$ cat src/rtl/tawas_raccoon_arb.sv
// tawas_raccoon_arb
// Four-requester arbiter onto the Raccoon ring. Each requester owns one slot
// that captures a word request, issues it onto the ring (round-robin among
// ready slots, yielding to forwarded ring traffic), waits for an ack or a
// retry from the far side, backs off on retry, and times out if nothing
// returns. Completions are reported as a one-hot pulse on RSP_VLD.
//
// Ports
//   CLK, RST            clock, synchronous active-high reset
//   REQ_VLD/REQ_RDY     per-requester handshake (bit i = requester i)
//   REQ_ADDR[71:0]      four 18-bit word addresses
//   REQ_MASK[15:0]      four byte masks (0 = read)
//   REQ_DATA[127:0]     four 32-bit write words
//   RSP_VLD[3:0]        one-hot completion pulse
//   RSP_DATA[31:0]      read data (0 for writes and errors)
//   RSP_ERR             completion was a retry exhaustion or timeout
//   RaccOut[63:0]       registered ring output
//   RaccIn[63:0]        ring input (registered before use)
module tawas_raccoon_arb #(
  parameter logic [5:0] ID_UPPER  = 6'd0,
  parameter logic [3:0] RETRY_MAX = 4'd7,
  parameter logic [7:0] TIMEOUT   = 8'd255
) (
  input  logic         CLK,
  input  logic         RST,
  input  logic [3:0]   REQ_VLD,
  output logic [3:0]   REQ_RDY,
  input  logic [71:0]  REQ_ADDR,
  input  logic [15:0]  REQ_MASK,
  input  logic [127:0] REQ_DATA,
  output logic [3:0]   RSP_VLD,
  output logic [31:0]  RSP_DATA,
  output logic         RSP_ERR,
  output logic [63:0]  RaccOut,
  input  logic [63:0]  RaccIn
);

  typedef enum logic [2:0] {
    S_IDLE     = 3'd0,
    S_READY_TX = 3'd1,
    S_SENT     = 3'd2,
    S_BACKOFF  = 3'd3,
    S_DONE     = 3'd4
  } slot_state_e;

  slot_state_e state_r [4];
  slot_state_e state_s [4];
  logic [17:0] addr_r  [4];
  logic [17:0] addr_s  [4];
  logic [3:0]  mask_r  [4];
  logic [3:0]  mask_s  [4];
  logic [31:0] data_r  [4];
  logic [31:0] data_s  [4];
  logic [3:0]  retry_r [4];
  logic [3:0]  retry_s [4];
  logic [1:0]  bo_r    [4];
  logic [1:0]  bo_s    [4];
  logic [7:0]  to_r    [4];
  logic [7:0]  to_s    [4];

  logic [1:0]  ptr_r, ptr_s;
  logic [63:0] racc_in_r;
  logic [63:0] racc_out_r, racc_out_s;
  logic [3:0]  rdy_r, rdy_s;
  logic [3:0]  rsp_vld_r, rsp_vld_s;
  logic [31:0] rsp_data_r, rsp_data_s;
  logic        rsp_err_r, rsp_err_s;

  logic        fwd_s;
  logic        own_evt_s;
  logic [1:0]  in_idx_s;

  assign in_idx_s  = racc_in_r[55:54];
  assign fwd_s     = racc_in_r[63] && (racc_in_r[61:56] != ID_UPPER);
  // Packets carrying our own ID are consumed here, but only act on a slot
  // that is actually waiting; stale acks/retries fall on the floor.
  assign own_evt_s = racc_in_r[63] && (racc_in_r[61:56] == ID_UPPER) &&
                     (state_r[in_idx_s] == S_SENT);

  // Slot FSMs, ring issue/forward selection and completion reporting
  always_comb begin
    logic [1:0] cand;
    logic [1:0] gnt;
    logic       found;
    cand  = 2'd0;
    gnt   = 2'd0;
    found = 1'b0;
    for (int i = 0; i < 4; i++) begin
      state_s[i] = state_r[i];
      addr_s[i]  = addr_r[i];
      mask_s[i]  = mask_r[i];
      data_s[i]  = data_r[i];
      retry_s[i] = retry_r[i];
      bo_s[i]    = bo_r[i];
      to_s[i]    = to_r[i];
    end
    ptr_s      = ptr_r;
    racc_out_s = 64'd0;
    rsp_vld_s  = 4'd0;
    rsp_data_s = 32'd0;
    rsp_err_s  = 1'b0;

    for (int i = 0; i < 4; i++) begin
      case (state_r[i])
        S_IDLE: begin
          if (REQ_VLD[i]) begin
            addr_s[i]  = REQ_ADDR[18*i +: 18];
            mask_s[i]  = REQ_MASK[4*i +: 4];
            data_s[i]  = REQ_DATA[32*i +: 32];
            retry_s[i] = 4'd0;
            state_s[i] = S_READY_TX;
          end else begin
            state_s[i] = S_IDLE;
          end
        end
        S_READY_TX: state_s[i] = S_READY_TX;
        S_SENT: begin
          if (to_r[i] != 8'hFF) begin
            to_s[i] = to_r[i] + 8'd1;
          end else begin
            to_s[i] = to_r[i];
          end
        end
        S_BACKOFF: begin
          if (bo_r[i] == 2'd3) begin
            bo_s[i]    = 2'd0;
            state_s[i] = S_READY_TX;
          end else begin
            bo_s[i] = bo_r[i] + 2'd1;
          end
        end
        S_DONE:  state_s[i] = S_IDLE;
        default: state_s[i] = S_IDLE;
      endcase
    end

    if (own_evt_s) begin
      if (!racc_in_r[62]) begin
        state_s[in_idx_s] = S_DONE;
        rsp_vld_s  = 4'd1 << in_idx_s;
        rsp_data_s = (mask_r[in_idx_s] == 4'd0) ? racc_in_r[31:0] : 32'd0;
      end else if (retry_r[in_idx_s] < RETRY_MAX) begin
        retry_s[in_idx_s] = retry_r[in_idx_s] + 4'd1;
        bo_s[in_idx_s]    = 2'd0;
        state_s[in_idx_s] = S_BACKOFF;
      end else begin
        state_s[in_idx_s] = S_DONE;
        rsp_vld_s = 4'd1 << in_idx_s;
        rsp_err_s = 1'b1;
      end
    end else begin
      rsp_vld_s = 4'd0;
    end

    // Timeouts report at most one per cycle; a slot that loses the response
    // port keeps its saturated counter and reports on a later cycle.
    for (int i = 0; i < 4; i++) begin
      if ((state_r[i] == S_SENT) && !(own_evt_s && (in_idx_s == i[1:0])) &&
          (rsp_vld_s == 4'd0) && (to_r[i] >= (TIMEOUT - 8'd1))) begin
        state_s[i] = S_DONE;
        rsp_vld_s  = 4'd1 << i;
        rsp_err_s  = 1'b1;
      end else begin
        state_s[i] = state_s[i];
      end
    end

    if (fwd_s) begin
      racc_out_s = racc_in_r;
    end else begin
      for (int k = 0; k < 4; k++) begin
        cand = ptr_r + k[1:0];
        if (!found && (state_r[cand] == S_READY_TX)) begin
          found = 1'b1;
          gnt   = cand;
        end else begin
          found = found;
        end
      end
      if (found) begin
        state_s[gnt] = S_SENT;
        to_s[gnt]    = 8'd0;
        racc_out_s   = {2'b11, ID_UPPER, gnt, mask_r[gnt], addr_r[gnt], data_r[gnt]};
        ptr_s        = gnt + 2'd1;
      end else begin
        racc_out_s = 64'd0;
      end
    end

    for (int i = 0; i < 4; i++) begin
      rdy_s[i] = (state_s[i] == S_IDLE);
    end
  end

  // State, counters and output registers
  always_ff @(posedge CLK) begin
    if (RST) begin
      for (int i = 0; i < 4; i++) begin
        state_r[i] <= S_IDLE;
        addr_r[i]  <= 18'd0;
        mask_r[i]  <= 4'd0;
        data_r[i]  <= 32'd0;
        retry_r[i] <= 4'd0;
        bo_r[i]    <= 2'd0;
        to_r[i]    <= 8'd0;
      end
      ptr_r      <= 2'd0;
      racc_in_r  <= 64'd0;
      racc_out_r <= 64'd0;
      rdy_r      <= 4'b1111;
      rsp_vld_r  <= 4'd0;
      rsp_data_r <= 32'd0;
      rsp_err_r  <= 1'b0;
    end else begin
      for (int i = 0; i < 4; i++) begin
        state_r[i] <= state_s[i];
        addr_r[i]  <= addr_s[i];
        mask_r[i]  <= mask_s[i];
        data_r[i]  <= data_s[i];
        retry_r[i] <= retry_s[i];
        bo_r[i]    <= bo_s[i];
        to_r[i]    <= to_s[i];
      end
      ptr_r      <= ptr_s;
      racc_in_r  <= RaccIn;
      racc_out_r <= racc_out_s;
      rdy_r      <= rdy_s;
      rsp_vld_r  <= rsp_vld_s;
      rsp_data_r <= rsp_data_s;
      rsp_err_r  <= rsp_err_s;
    end
  end

  assign REQ_RDY  = rdy_r;
  assign RSP_VLD  = rsp_vld_r;
  assign RSP_DATA = rsp_data_r;
  assign RSP_ERR  = rsp_err_r;
  assign RaccOut  = racc_out_r;

endmodule
$ cat config.mk
export PLATFORM = sky130hd
export DESIGN_NAME = tawas_raccoon_arb
export DESIGN_NICKNAME = d
export VERILOG_FILES = /design/src/rtl/tawas_raccoon_arb.sv
export SDC_FILE = /design/constraint.sdc
export NUM_CORES = 1
export LEC_CHECK = 0
export ABC_CLOCK_PERIOD_IN_PS = 8300
export CAP_MARGIN = 20
export CORE_AREA = 8 8 212 194
export CTS_CLUSTER_DIAMETER = 50
export DETAILED_ROUTE_END_ITERATION = 8
export DIE_AREA = 0 0 220 202
export PLACE_DENSITY = 0.85
export SLEW_MARGIN = 20
export SYNTH_ARGS = -nofsm -noshare
export SYNTH_HDL_FRONTEND = slang
export SYNTH_SLANG_ARGS = --single-unit
$ cat constraint.sdc
create_clock -name CLK -period 8.3 [get_ports CLK]
set_input_delay 1.66 -clock CLK [delete_from_list [all_inputs] [get_ports CLK]]
set_output_delay 1.66 -clock CLK [all_outputs]
set_load 0.03 [all_outputs]
==> results.cfg <==
[synth]
synth_nets = 2336
synth_area_per_cell_um2 = 10.3
async_reset_ff_frac = 0
seq_area_frac_synth = 0.538
netlist_area_um2 = 21000
synth_seq_cells = 457
synth-main-ff-cell = dfxtp_1
synth_cells = 2033
ys_warn_count = 0
ys_types = 71
synth_edf_count = 216

[routing]
routed_wl_um = 70100
dr.pass1.iters = 6
drt_iter0_drc = 2446
drc = 0
wl_per_cell_um = 24.6
routed-via-count = 18400
via_per_inst = 6.46
antenna_left = 0

[sta]
fin_crit_sh = 0.530
maxSlewHeadroom = 0.337
skew_ns = 0.0131
setup_ws_ns = 3.90
setup_viol = 0
finalSetupTns_ns = 0
period_needed_ns = 4.40
fmax_mhz = 228
finalHoldViolCount = 0
rsz0062_at_grt = false
drv_slew = 0
worst_pin_slew_ns = 0.994

[worst_setup_path]
crit_arrival_ns = 4.89
slowest_stage = mux4_4
path_cells = nor3b_1 > mux4_4 > buf_4 > a31oi_2 > nor3_4 > buf_8 > buf_4 > a221o_1
crit_top_cell = buf_4
end_kind = register
max_stage_delay_ns = 0.89
worstSetupPathType = register to register
critPathLaunchType = register
crit_required_ns = 8.79
cp_max_fo = 62

[clocking]
clock_path_buffers = 3
cts.htree.levels = 2
cts_tree = built
cts_buffers = 49
clkLatencyLatePin_ns = 0.56
path_clk_slew_ns = 0.06
postCtsSetupRepairBufs = 0
postCtsResizedCells = 0
cts_root_buffer = clkbuf_16
cts_sinks = 457
cts_hold_buf = 0

[placed_design]
post-dp-hpwl_um = 45000
port_buffers = 390
place.gp.congestion = 0.958
dp_slack_ns = 3.63
placed_area_um2 = 25100

[job]
drv_cap = 0

[finish]
areaGrowthSynthToFinish_pct = 26.9
drive_above_1_share = 0.0629
final_common_cell = clkdlybuf4s50_1
postLayoutCellArea_um2 = 26700
multiInputGateArea_um2 = 8980
fillers = 2658
nNetsFinal = 2617
final_cell_mix = clkdlybuf4s50_1 (389), and2_1 (254), dfxtp_1 (240)
final-seq-area_um2 = 11300

[die]
die-area_um2 = 44400
io_pins = 391
rows = 68
die_h_um = 202
die_w_um = 220
start_util = 0.559
core_area_um2 = 37600

[worst_hold_path]
holdCritPathClass = register to register

[global_routing]
grt_pass1_wl_um = 105000
grt_pass1_vias = 18400
grt_overflow = 0
antenna_found_initial = 7
grt_max_degree = 109
grt_use_total = 0.301

[pwr]
p_per_area_nw_per_um2 = 344
total_power_mw = 9.17
p_leak_nw = 9.49
peakVddDrop_uv = 284

[run_status]
status = finished, final reports clean
## registers in the layout, indices dropped and copies added, names as in the netlist, named ones only
register,flops
data_r,128
addr_r,72
RaccOut,64
racc_in_r,64
RSP_DATA,32
to_r,32
mask_r,16
retry_r,16
state_r,12
bo_r,8
REQ_RDY,4
RSP_VLD,4
ptr_r,2
RSP_ERR,1
## logic make-up (layout without fill, tap and decap cells)
logic type      Yosys count  count (layout)  synth area share
fa+ha+maj                17              17            0.0101
xor+xnor                 21              21           0.00875
mux                      12              12           0.00929
other cells               0               5                 0
buf+inv                 200             521            0.0399
compound gates          500             500             0.164
simple gates            826             826             0.230
flops                   457             457             0.538
## through the flow
step	cells	util	hold WS, ns
floorplan	2033	-	0.430
global placement	2752	0.666	0.436
global route	2849	0.709	0.472
detailed placement	2752	0.666	0.442
finish	2849	0.709	0.457
CTS	2843	0.709	0.455
## path summary, 6_finish.rpt
kind | start | end | slack (ns) | depth (start not counted)
worst min-delay path | racc_in_r[38] | RaccOut[38] | 0.46 | 1
worst min register to register | racc_in_r[38] | RaccOut[38] | 0.46 | 1
worst max register to register | state_r[1][0] | RaccOut[17] | 3.90 | 8
worst max-delay path | state_r[1][0] | RaccOut[17] | 3.90 | 8
## synthesized netlist by cell type, types with 7 or more instances
| master | number | area, µm² |
|---|---|---|
| edfxtp_1 | 216 | 6490 |
| a22oi_1 | 8 | 60.1 |
| dfxtp_1 | 241 | 4820 |
| buf_2 | 26 | 130 |
| a31oi_1 | 117 | 732 |
| nand3_1 | 29 | 145 |
| and2_1 | 254 | 1590 |
| nor2_1 | 127 | 477 |
| nor2b_1 | 69 | 432 |
| nor4_1 | 58 | 363 |
| buf_6 | 7 | 78.8 |
| o32ai_1 | 54 | 473 |
| buf_1 | 11 | 41.3 |
| clkbuf_1 | 142 | 533 |
| nor3b_1 | 112 | 841 |
| xor2_1 | 10 | 87.6 |
| nand4_1 | 12 | 75.1 |
| a211oi_1 | 66 | 495 |
| and3_1 | 13 | 81.3 |
| ha_1 | 17 | 213 |
| xnor2_1 | 11 | 96.3 |
| inv_1 | 13 | 48.8 |
| a221o_1 | 54 | 541 |
| o21ai_0 | 63 | 315 |
| nor3_1 | 79 | 395 |
| a21oi_1 | 97 | 485 |
| nand2_1 | 44 | 165 |
## cell type report
type / instances / area share
Sequential cell: 457 / 0.424
Multi-Input combinational cell: 1376 / 0.337
Timing Repair Buffer: 417 / 0.154
Clock buffer: 62 / 0.0501
Tap cell: 490 / 0.0230
Clock inverter: 29 / 0.00952
Inverter: 13 / 0.00183
Antenna cell: 5 / 0.000469
## per-layer routing
layer  routed length, µm  track usage
met1               26100        0.373
met2               33000        0.489
met3                7250       0.0616
met4                3680        0.158
met5                  13            0
## worst max-delay path: cells and delay by family (launching register included)
kind / cells / cell delay (ns)
buffers and inverters: 3 / 1.36
muxes: 1 / 0.89
and+or+nand+nor: 2 / 1.12
DFF: 1 / 0.37
AOI/OAI and AO/OA: 2 / 0.42
## where the power goes
group	total [mW]	internal, mW	leakage, nW	switching, mW
logic	3.87	1.31	4.42	2.56
registers	3.14	2.86	4.30	0.286
clock network	2.16	1.24	0.769	0.915
Note: power is estimated with default switching activity, not from simulation.
